[src/rtl/stat_counter_bank.sv]
// Multi-lane statistics counter: counts valid even-parity words and pattern matches per cycle,
// with sticky overflow, saturate/wrap mode and a req/ack snapshot port with optional read-and-clear.
module stat_counter_bank #(
    parameter int NUM_LANES   = 4,
    parameter int DATA_W      = 8,
    parameter int CNT_W       = 16,
    parameter bit SATURATE    = 1'b1,
    parameter bit CLR_ON_SNAP = 1'b0
) (
    input  logic                        clock,
    input  logic                        reset,
    input  logic                        clear,
    input  logic [NUM_LANES-1:0]        valid_in,
    input  logic [NUM_LANES*DATA_W-1:0] data_in,
    input  logic [DATA_W-1:0]           pattern_a,
    input  logic [DATA_W-1:0]           pattern_b,
    input  logic                        snap_req,
    input  logic                        snap_ack,
    output logic [CNT_W-1:0]            even_cnt,
    output logic [CNT_W-1:0]            pat_cnt,
    output logic                        overflow,
    output logic                        snap_valid,
    output logic [CNT_W-1:0]            snap_even,
    output logic [CNT_W-1:0]            snap_pat,
    output logic                        snap_ovf
);

    localparam int INC_W = $clog2(NUM_LANES + 1);

    typedef enum logic {IDLE = 1'b0, HOLD = 1'b1} state_t;

    state_t             state, state_next;
    logic               capture;
    logic [INC_W-1:0]   even_inc, pat_inc;
    logic [CNT_W:0]     even_sum, pat_sum;
    logic [DATA_W-1:0]  lane;

    // NOTE: every variable gets a default at the top of always_comb so no path can infer a latch.
    always_comb begin
        even_inc = '0;
        pat_inc  = '0;
        lane     = '0;
        for (int i = 0; i < NUM_LANES; i++) begin
            lane = data_in[i*DATA_W +: DATA_W];
            if (valid_in[i] && ~^lane)
                even_inc = even_inc + INC_W'(1);
            if (valid_in[i] && (lane == pattern_a || lane == pattern_b))
                pat_inc = pat_inc + INC_W'(1);
        end
    end

    // One extra bit catches the carry used for both the overflow flag and saturation.
    assign even_sum = {1'b0, even_cnt} + (CNT_W+1)'(even_inc);
    assign pat_sum  = {1'b0, pat_cnt}  + (CNT_W+1)'(pat_inc);

    // NOTE: sequential state is updated only with non-blocking assignments so every flop samples pre-edge values.
    always_ff @(posedge clock or posedge reset) begin
        if (reset)
            state <= IDLE;
        else
            state <= state_next;
    end

    always_comb begin
        state_next = state;
        case (state)
            IDLE: if (snap_req)              state_next = HOLD;
            HOLD: if (snap_ack && !snap_req) state_next = IDLE;
            default:                         state_next = IDLE;
        endcase
    end

    always_comb begin
        capture = 1'b0;
        case (state)
            IDLE:    capture = snap_req;
            HOLD:    capture = snap_ack && snap_req;
            default: capture = 1'b0;
        endcase
    end

    // The state bit itself is the registered snapshot-valid flag.
    assign snap_valid = (state == HOLD);

    always_ff @(posedge clock or posedge reset) begin
        if (reset) begin
            even_cnt <= '0;
            pat_cnt  <= '0;
            overflow <= 1'b0;
        end else if (clear) begin
            even_cnt <= '0;
            pat_cnt  <= '0;
            overflow <= 1'b0;
        end else if (CLR_ON_SNAP && capture) begin
            // Read-and-clear keeps this cycle's events rather than dropping them.
            even_cnt <= CNT_W'(even_inc);
            pat_cnt  <= CNT_W'(pat_inc);
            overflow <= 1'b0;
        end else begin
            even_cnt <= (SATURATE && even_sum[CNT_W]) ? '1 : even_sum[CNT_W-1:0];
            pat_cnt  <= (SATURATE && pat_sum[CNT_W])  ? '1 : pat_sum[CNT_W-1:0];
            overflow <= overflow | even_sum[CNT_W] | pat_sum[CNT_W];
        end
    end

    always_ff @(posedge clock or posedge reset) begin
        if (reset) begin
            snap_even <= '0;
            snap_pat  <= '0;
            snap_ovf  <= 1'b0;
        end else if (capture) begin
            snap_even <= even_cnt;
            snap_pat  <= pat_cnt;
            snap_ovf  <= overflow;
        end
    end

endmodule

[config.mk]
export PLATFORM = sky130hd
export DESIGN_NAME = stat_counter_bank
export DESIGN_NICKNAME = d
export VERILOG_FILES = /design/src/rtl/stat_counter_bank.sv
export SDC_FILE = /design/constraint.sdc
export NUM_CORES = 1
export LEC_CHECK = 0
export CAP_MARGIN = 5
export CORE_ASPECT_RATIO = 0.75
export CORE_MARGIN = 5
export CORE_UTILIZATION = 39
export DETAILED_ROUTE_END_ITERATION = 8
export PLACE_DENSITY_LB_ADDON = 0.25
export SLEW_MARGIN = 0
export SYNTH_ARGS = -nofsm -noshare
export SYNTH_HDL_FRONTEND = slang
export SYNTH_SLANG_ARGS = --single-unit
[constraint.sdc]
create_clock -name clock -period 3 [get_ports clock]
set_clock_uncertainty 0.15 [all_clocks]
set_input_delay 0.6 -clock clock [delete_from_list [all_inputs] [get_ports clock]]
set_output_delay 0.6 -clock clock [all_outputs]
set_load 0.01 [all_outputs]
After elaboration in Yosys (flattened, before gate mapping):

Cells that the tools add are included.

* $add $sub $neg: 8
* eq/ne operators: 8
* multiplexer cells: 17
* bitwise gates (word level): 3
* reduce and logical (&&, ||, !) cells: 19

Operators by type and width (number)
* equality test 8 bit: 8
* two-way mux 16 bit: 4
* adder 16 x 3 -> 17 bit: 2
* XNOR reduction 8 bit: 4
* adder 3 x 1 -> 3 bit, second input constant: 6
* two-way mux 3 bit: 6
* logical AND 1 bit: 10
* two-way mux 1 bit: 5
* logical OR 1 bit: 4
* case mux 1 bit (2 select lines): 2
* OR 1 bit: 2
* zero test 1 bit: 1
* inverter 1 bit: 1

* flip-flop bits (word level): 67
* input bits: 57
* logic and storage cells: 62

Depth between registers and ports, before layout:

Gate-level depths: netlist (run 1).

* depth in word-level cells: 13
* mapped depth: 19
* depth with buffers taken out: 17

Worst setup path before layout (run 1):

No wires, ideal clock.

* kind: input -> register
* start: input port pattern_a[4]
* end: register pat_cnt[11]
* arrival: 3609 ps
* required time: 2772 ps
* slack: -837 ps
* cell stages on the path: 17
* buffers on the path: 2
* cell sequence: clkbuf_1 > xnor2_1 > nand4_1 > o22ai_1 > and2_1 > ha_1 > xnor2_1 > ha_1 > nand3_1 > o21a_1 > fa_1 > nor2b_1 > o21bai_4 > nor3_4 > nand4_2 > buf_6 > a21oi_1

* word-level cells in the longest chain between the ends: 13
* elaborated cells between the ends (all ways): 22

RTL lines
* start: declaration: RTL line 15 `input logic [DATA_W-1:0] pattern_a,`
* equality test 8 bit: RTL line 47 `if (valid_in[i] && (lane == pattern_a || lane == pattern_b))`
* logical OR 1 bit: RTL line 47
* logical AND 1 bit: RTL line 47
* two-way mux 1 bit: RTL line 47
* adder 3 x 1 -> 3 bit: RTL line 48 `pat_inc = pat_inc + INC_W'(1);`
* two-way mux 3 bit: RTL line 47
* adder 3 x 1 -> 3 bit: RTL line 48
* two-way mux 3 bit: RTL line 47
* adder 3 x 1 -> 3 bit: RTL line 48
* two-way mux 3 bit *: RTL line 47
* adder 16 x 3 -> 17 bit *: RTL line 54 `assign pat_sum = {1'b0, pat_cnt} + (CNT_W+1)'(pat_inc);`
* two-way mux 16 bit *: RTL line 101 `pat_cnt <= (SATURATE && pat_sum[CNT_W]) ? '1 : pat_sum[CNT_W-1:0];`
* two-way mux 16 bit *: RTL line 90 `end else if (clear) begin`
* end signal: assignment: RTL line 97 `pat_cnt <= CNT_W'(pat_inc);`
* end signal: assignment: RTL line 101
* end: declaration: RTL line 20 `output logic [CNT_W-1:0] pat_cnt,`

Every way passes the cells marked *; elsewhere a longest branch is shown, timed or not.
A chain may end at the register's enable or synchronous reset.

Worst setup path in the final report (run 1):

* start: input port pattern_a[0]
* end: register pat_cnt[1]

Same word-level chain as after synthesis.

==> run metrics, run 1 <==
Rows 33; Final Max Slew Viols 0; worst r2r src pat_cnt[0]$_DFF_PP0_; # clock sinks 67; sw frac 29.39%; most frequent cell after synthesis xnor2_1; static leakage 3.115 nW; slew margin rel. 68.28%; min-delay src snap_ovf$_DFFE_PP0P_; Clk Latency, worst-skew pair 0.33 ns; Layout area overhead 66.66%; final std cells w/o fill 763; VDD IR max 0.4237 mV; Synth async-reset ratio 100.0%; hold buffers post-CTS 0; post-synth top area share 38.32%; Sequential Area 0.001677 sq mm; synth top area cells dfrtp_1 38%, xnor2_1 21%, mux2_2 6.9%, a21oi_1 3.4%, ha_1 3.4%; Overflow after GRT 0; Post-Route WL 13,620 um; synthesized net count 504; Final setup viols 33; Die Wd 132.3 um; Startpoint Class primary input; clock root cell clkbuf_16; Power Dens Cells 406.2 mW/mm^2; Worst-Margin Slew 0.4758 ns; total number of vias 3,919; share of layout cells above drive strength 1 43.66%; CTS clk-pin slew, worst paths 0.06 ns; ant diodes 0; Initial Util 39.99%; Clock power frac 31.3%; initial antenna violation count 0; CTS Buffer Depth 2; Via density 5.136; CP Max Fanout 3; setup ws final -0.4380 ns; GRT Util Overall 20.28%; die area 0.01346 sq mm; largest net degree at the start of global routing 68; Switch Pwr 0.0008707 W; Comb pwr share 35.5%; Yosys cell types 48; Multi-input gate area 0.003227 sq mm; fmax 290.9 MHz; number of max-cap violations 0; worst hold-check path type reg -> reg; Yosys top cell by area dfrtp_1; status complete, but fails checks; final period utilization 114.6%; DP Area 0.006481 sq mm; htree depth 3; Top Ports 124; Setup CP Type in -> reg; Syn Area/Cell 10.10 sq um; Core ar. 0.01094 sq mm; Final Hold Viols 0; DIE HEIGHT 101.7 um; DR iter-0 viols 253; vias in the first global route 4,178; DR DRC count 0; Netlist Area Pre-Place 0.004375 sq mm; CP endpoint kind register; Internal 0.002091 W; GP Congestion 0.9284; nets 690; sequential area share after synthesis 38.32%; design area 0.007292 sq mm; Seq cells post-synth 67; CTS tree yes; Final min period 3.438 ns; Worst EP arrival 3.54 ns; WP data required 3.10 ns; fillers 824; Buffers on Ports 123; Main synth FF type dfrtp_1; Critical Path Start pattern_a[0]; RSZ-0062 raised after global routing yes; Post-DRT Antenna Nets 0; register share of total power 33.2%; drt first pass iters 5; Post-Synthesis Cells 433; Synth top cells by count 104 x xnor2_1, 67 x dfrtp_1, 30 x a21oi_1; placed cell count 735; WL/cell 17.85 um; violated checks negative setup slack; first-pass GRT wire length 21,830 um; yosys synthesis warning count 0; DP HPWL 10,020 um; Num CTS Buffers 9; Post-synth EDFFs 0
cell usage in the layout (no fill, tap or decap), types with 6 or more instances in the layout:
| master | n |
|---|---|
| nand4_1 | 20 |
| buf_2 | 12 |
| dfrtp_1 | 67 |
| inv_1 | 10 |
| dlygate4sd2_1 | 8 |
| clkbuf_16 | 9 |
| nand3_1 | 8 |
| buf_6 | 29 |
| inv_2 | 6 |
| buf_4 | 70 |
| xor2_1 | 9 |
| mux2_2 | 27 |
| nand2_1 | 17 |
| o21ai_0 | 8 |
| xnor2_2 | 31 |
| nor2_1 | 9 |
| a21oi_1 | 9 |
| xnor2_1 | 68 |
| a21oi_2 | 18 |
| nor3_1 | 8 |
| clkdlybuf4s50_1 | 75 |
state kept, by name (all words and copies together) (netlist names):
signal / count
pat_cnt: 16
snap_even: 16
overflow: 1
snap_ovf: 1
even_cnt: 16
snap_valid: 1
snap_pat: 16
power by group through the flow:
stage               combinational (W)  clock, W  sequential (W)
finish                        0.00105  0.000927        0.000982
global route                  0.00113   0.00100        0.000985
CTS                          0.000962  0.000945        0.000981
detailed placement           0.000858         0        0.000994
global placement             0.000832         0        0.000994
floorplan                    0.000477         0         0.00100
cell families after synthesis:
kind of cell,count (synthesis),share of synthesized area [%]
XOR/XNOR,116,23.56
AND/OR/NAND/NOR,96,12.73
flip-flops,67,38.32
AO/OA/AOI/OAI,65,9.493
buffers and inverters,46,4.146
multiplexers,29,7.406
adder cells (fa/ha/maj),14,4.347
what timing repair did:
action,in CTS,in global routing
buffers inserted,11,3
gates resized for setup,278,40
endpoints found under the setup margin,33,33
pin swaps,76,40
area by class of cell:
class / instances / area share, %
multi-input combinational: 320 / 44.25
clock buffer: 12 / 3.380
clock inverter: 3 / 0.2059
tap: 140 / 2.402
timing repair buffer: 204 / 25.82
inverter: 17 / 0.9437
sequential: 67 / 22.99
critical path, stage by stage:
cell and delay (ns):
buf_2 0.15, xnor2_1 0.18, nand4_1 0.14, o22ai_1 0.20
and2_4 0.20, ha_4 0.22, buf_4 0.14, xor3_1 0.20
ha_2 0.19, inv_2 0.04, fa_2 0.39, nor2b_4 0.16
o21bai_4 0.08, nor3_4 0.19, nand4_4 0.16, buf_6 0.18
a21oi_2 0.13
final timing paths:
path	endpoint	slack, ns	cells past startpoint
setup reg to reg	pat_cnt[1]$_DFF_PP0_	0.87	9
hold reg to reg	snap_ovf$_DFFE_PP0P_	0.33	2
min in group asynchronous	snap_even[2]$_DFFE_PP0P_	0.50	3
setup / recovery	pat_cnt[1]$_DFF_PP0_	-0.44	17
max in group asynchronous	snap_pat[6]$_DFFE_PP0P_	1.89	3
hold / removal	snap_ovf$_DFFE_PP0P_	0.33	2
metrics by stage:
| stage | worst slack [ns] | hold slack [ns] | setup TNS [ns] | power [W] | utilization, % |
|---|---|---|---|---|---|
| after floorplan | -0.5093 | 0.3662 | -12.53 | 0.001478 | - |
| after global routing | -0.5796 | 0.3662 | -17.02 | 0.003113 | 66.64 |
| final | -0.4380 | 0.3326 | -12.77 | 0.002962 | 66.64 |
| after global placement | -1.265 | 0.3177 | -38.45 | 0.001826 | 59.23 |
| after detailed placement | -1.305 | 0.3283 | -40.12 | 0.001852 | 59.23 |
| after CTS | -0.4925 | 0.3402 | -13.08 | 0.002887 | 65.09 |
metal layers:
layer / global-route usage (%) / up-vias / routed length (um)
li1: - / 1863 / -
met1: 26.49 / 1949 / 5869
met2: 34.19 / 98 / 6818
met3: 6.653 / 9 / 844
met4: 2.660 / 0 / 89
met5: 0 / - / 0
No activity file was read; power rests on OpenSTA's default activity.
==> inputs of run 2 (changes only) <==
Settings changed: ABC_CLOCK_PERIOD_IN_PS set to 3000, CORE_ASPECT_RATIO 0.75 to unset, SKIP_CTS_REPAIR_TIMING set to 1.
==> run metrics, run 2 (synthesis gave the netlist of run 1 again) <==
status complete, but fails checks (unchanged); violated checks negative setup slack (unchanged); ant diodes 0 (unchanged); GRT Util Overall 18.09% (was 20.28%); VDD IR max 0.4738 mV (was 0.4237 mV); Initial Util 40.01% (was 39.99%); fillers 894 (was 824); number of max-cap violations 0 (unchanged); Clk Latency, worst-skew pair 0.33 ns (about the same); worst r2r src pat_cnt[0]$_DFF_PP0_ (unchanged); WP data required 3.09 ns (was 3.10 ns); Core ar. 0.01094 sq mm (about the same); Final Max Slew Viols 0 (unchanged); RSZ-0062 raised after global routing yes (unchanged); Final setup viols 33 (unchanged); die area 0.01344 sq mm (was 0.01346 sq mm); final std cells w/o fill 757 (was 763); worst hold-check path type reg -> reg (unchanged); static leakage 3.081 nW (was 3.115 nW); nets 683 (was 690); DR DRC count 0 (unchanged); total number of vias 3,778 (was 3,919); CTS Buffer Depth 2 (unchanged); GP Congestion 0.7860 (was 0.9284); DIE HEIGHT 115.9 um (was 101.7 um); CP cell instances clkbuf_4 -> buf_4 -> xnor2_2 -> nand4_1 -> o22ai_2 -> nand2_2 -> buf_6 -> xor3_1 -> ha_2 -> inv_1 -> fa_2 -> nor2b_4 -> o21bai_4 -> nor3_4 -> nand4_4 -> clkbuf_16 -> a31oi_1 (was buf_2 -> xnor2_1 -> nand4_1 -> o22ai_1 -> and2_4 -> ha_4 -> buf_4 -> xor3_1 -> ha_2 -> inv_2 -> fa_2 -> nor2b_4 -> o21bai_4 -> nor3_4 -> nand4_4 -> buf_6 -> a21oi_2); Die Wd 115.9 um (was 132.3 um); Layout area overhead 60.51% (was 66.66%); htree depth 3 (unchanged); Post-Route WL 12,370 um (was 13,620 um); Critical Path Start pattern_b[4] (was pattern_a[0]); Post-DRT Antenna Nets 0 (unchanged); Worst EP arrival 3.73 ns (was 3.54 ns); DP HPWL 9326 um (was 10,020 um); placed cell count 729 (was 735); initial antenna violation count 0 (unchanged); setup ws final -0.6354 ns (was -0.4380 ns); commonest non-fill, non-tap cell in the layout xnor2_1 (was clkdlybuf4s50_1); WL/cell 16.34 um (was 17.85 um); min-delay src snap_even[11]$_DFFE_PP0P_ (was snap_ovf$_DFFE_PP0P_); CTS clk-pin slew, worst paths 0.06 ns (about the same); clock root cell clkbuf_16 (unchanged); Top Ports 124 (unchanged); Setup CP Type in -> reg (unchanged); CTS tree yes (unchanged); Fin Hold WS 0.3397 ns (was 0.3326 ns); final period utilization 121.2% (was 114.6%); fmax 275.1 MHz (was 290.9 MHz); # clock sinks 67 (unchanged); Overflow after GRT 0 (unchanged); CP endpoint kind register (unchanged); commonest non-fill, non-tap cells in the layout 81 x xnor2_1, 75 x clkdlybuf4s50_1, 67 x dfrtp_1 (was 75 x clkdlybuf4s50_1, 70 x buf_4, 68 x xnor2_1); first-pass GRT wire length 19,530 um (was 21,830 um); largest net degree at the start of global routing 40 (was 68); slew margin rel. 63.66% (was 68.28%); vias in the first global route 4,036 (was 4,178); DR iter-0 viols 173 (was 253); Worst-Margin Slew 0.5442 ns (was 0.4758 ns); Via density 4.991 (was 5.136); drt first pass iters 4 (was 5); Rows 38 (was 33); Power Dens Cells 412.5 mW/mm^2 (was 406.2 mW/mm^2); Buffers on Ports 123 (unchanged); CP Max Fanout 6 (was 3); Num CTS Buffers 9 (unchanged); slowest stage delay, CP 0.39 ns (about the same); Startpoint Class primary input (unchanged); Final min period 3.635 ns (was 3.438 ns); share of layout cells above drive strength 1 38.90% (was 43.66%); Critical Path Slowest Stage Cell xor3_1 (was fa_2); Final Hold Viols 0 (unchanged)
run 2: changes by cell type in the layout (fill, tap and decap cells not counted), sizes merged:
cell,delta
buf,-37
clkbuf,+26
dlymetal6s2s,+13
dlygate4sd2,-8
clkdlybuf4s15,-2
bufinv,+1
clkinv,+1
run 2: cell type report:
| type | instances | area, sq um | share of cell area (%) |
|---|---|---|---|
| flip-flops and latches | 67 | 1677 | 23.87 |
| repair buffers | 197 | 1794 | 25.55 |
| inverters | 17 | 66.31 | 0.9442 |
| clock inverters | 5 | 53.80 | 0.7661 |
| clock buffers | 11 | 232.7 | 3.314 |
| multi-input cells | 320 | 3024 | 43.06 |
| well taps | 140 | 175.2 | 2.494 |
run 2: routing by layer:
layer | global-route usage [%] | vias to the layer above | part of all wire, %
li1 | - | 1844 | -
met1 | 22.57 | 1820 | 42
met2 | 31.45 | 101 | 51
met3 | 3.655 | 13 | 4.9
met4 | 5.723 | 0 | 1.4
met5 | 0 | - | 0
run 2: power by group:
group	switching (W)	leakage [nW]	total (W)	internal, W
clock	0.000377	0.143	0.00102	0.000640
sequential	0.0000316	0.928	0.000975	0.000944
combinational	0.000413	2.01	0.000905	0.000491
total	0.000822	3.08	0.00290	0.00208
run 2: critical path: cells and delay by family:
family / cells / cell delay [ns]
compound gates: 3 / 0.49
fa+ha+maj: 2 / 0.55
xor+xnor: 2 / 0.51
simple gates: 5 / 0.84
buf+inv: 5 / 0.73
run 2: worst paths after layout:
check                                                  to  slack [ns]  cells after the start
worst max-delay path                   overflow$_DFF_PP0_       -0.64                     17
min in group asynchronous       snap_even[14]$_DFFE_PP0P_        0.49                      2
max in group asynchronous            pat_cnt[7]$_DFF_PP0_        1.51                      3
worst min-delay path            snap_even[11]$_DFFE_PP0P_        0.34                      2
worst max register to register         overflow$_DFF_PP0_        0.71                      9
worst min register to register  snap_even[11]$_DFFE_PP0P_        0.34                      2
run 2: metrics by stage:
stage          utilization (%)  cell area, sq um  power, W  TNS (ns)  setup slack [ns]
2_1_floorplan                -              4747  0.001478    -12.53           -0.5093
3_3_place_gp             58.86              6436  0.001799    -37.12            -1.221
3_5_place_dp             58.86              6436  0.001817    -39.68            -1.280
4_1_cts                  61.48              6723  0.002844    -29.01           -0.9653
5_1_grt                  64.22              7023  0.003046    -20.26           -0.7348
6_report                 64.22              7023  0.002897    -14.64           -0.6354
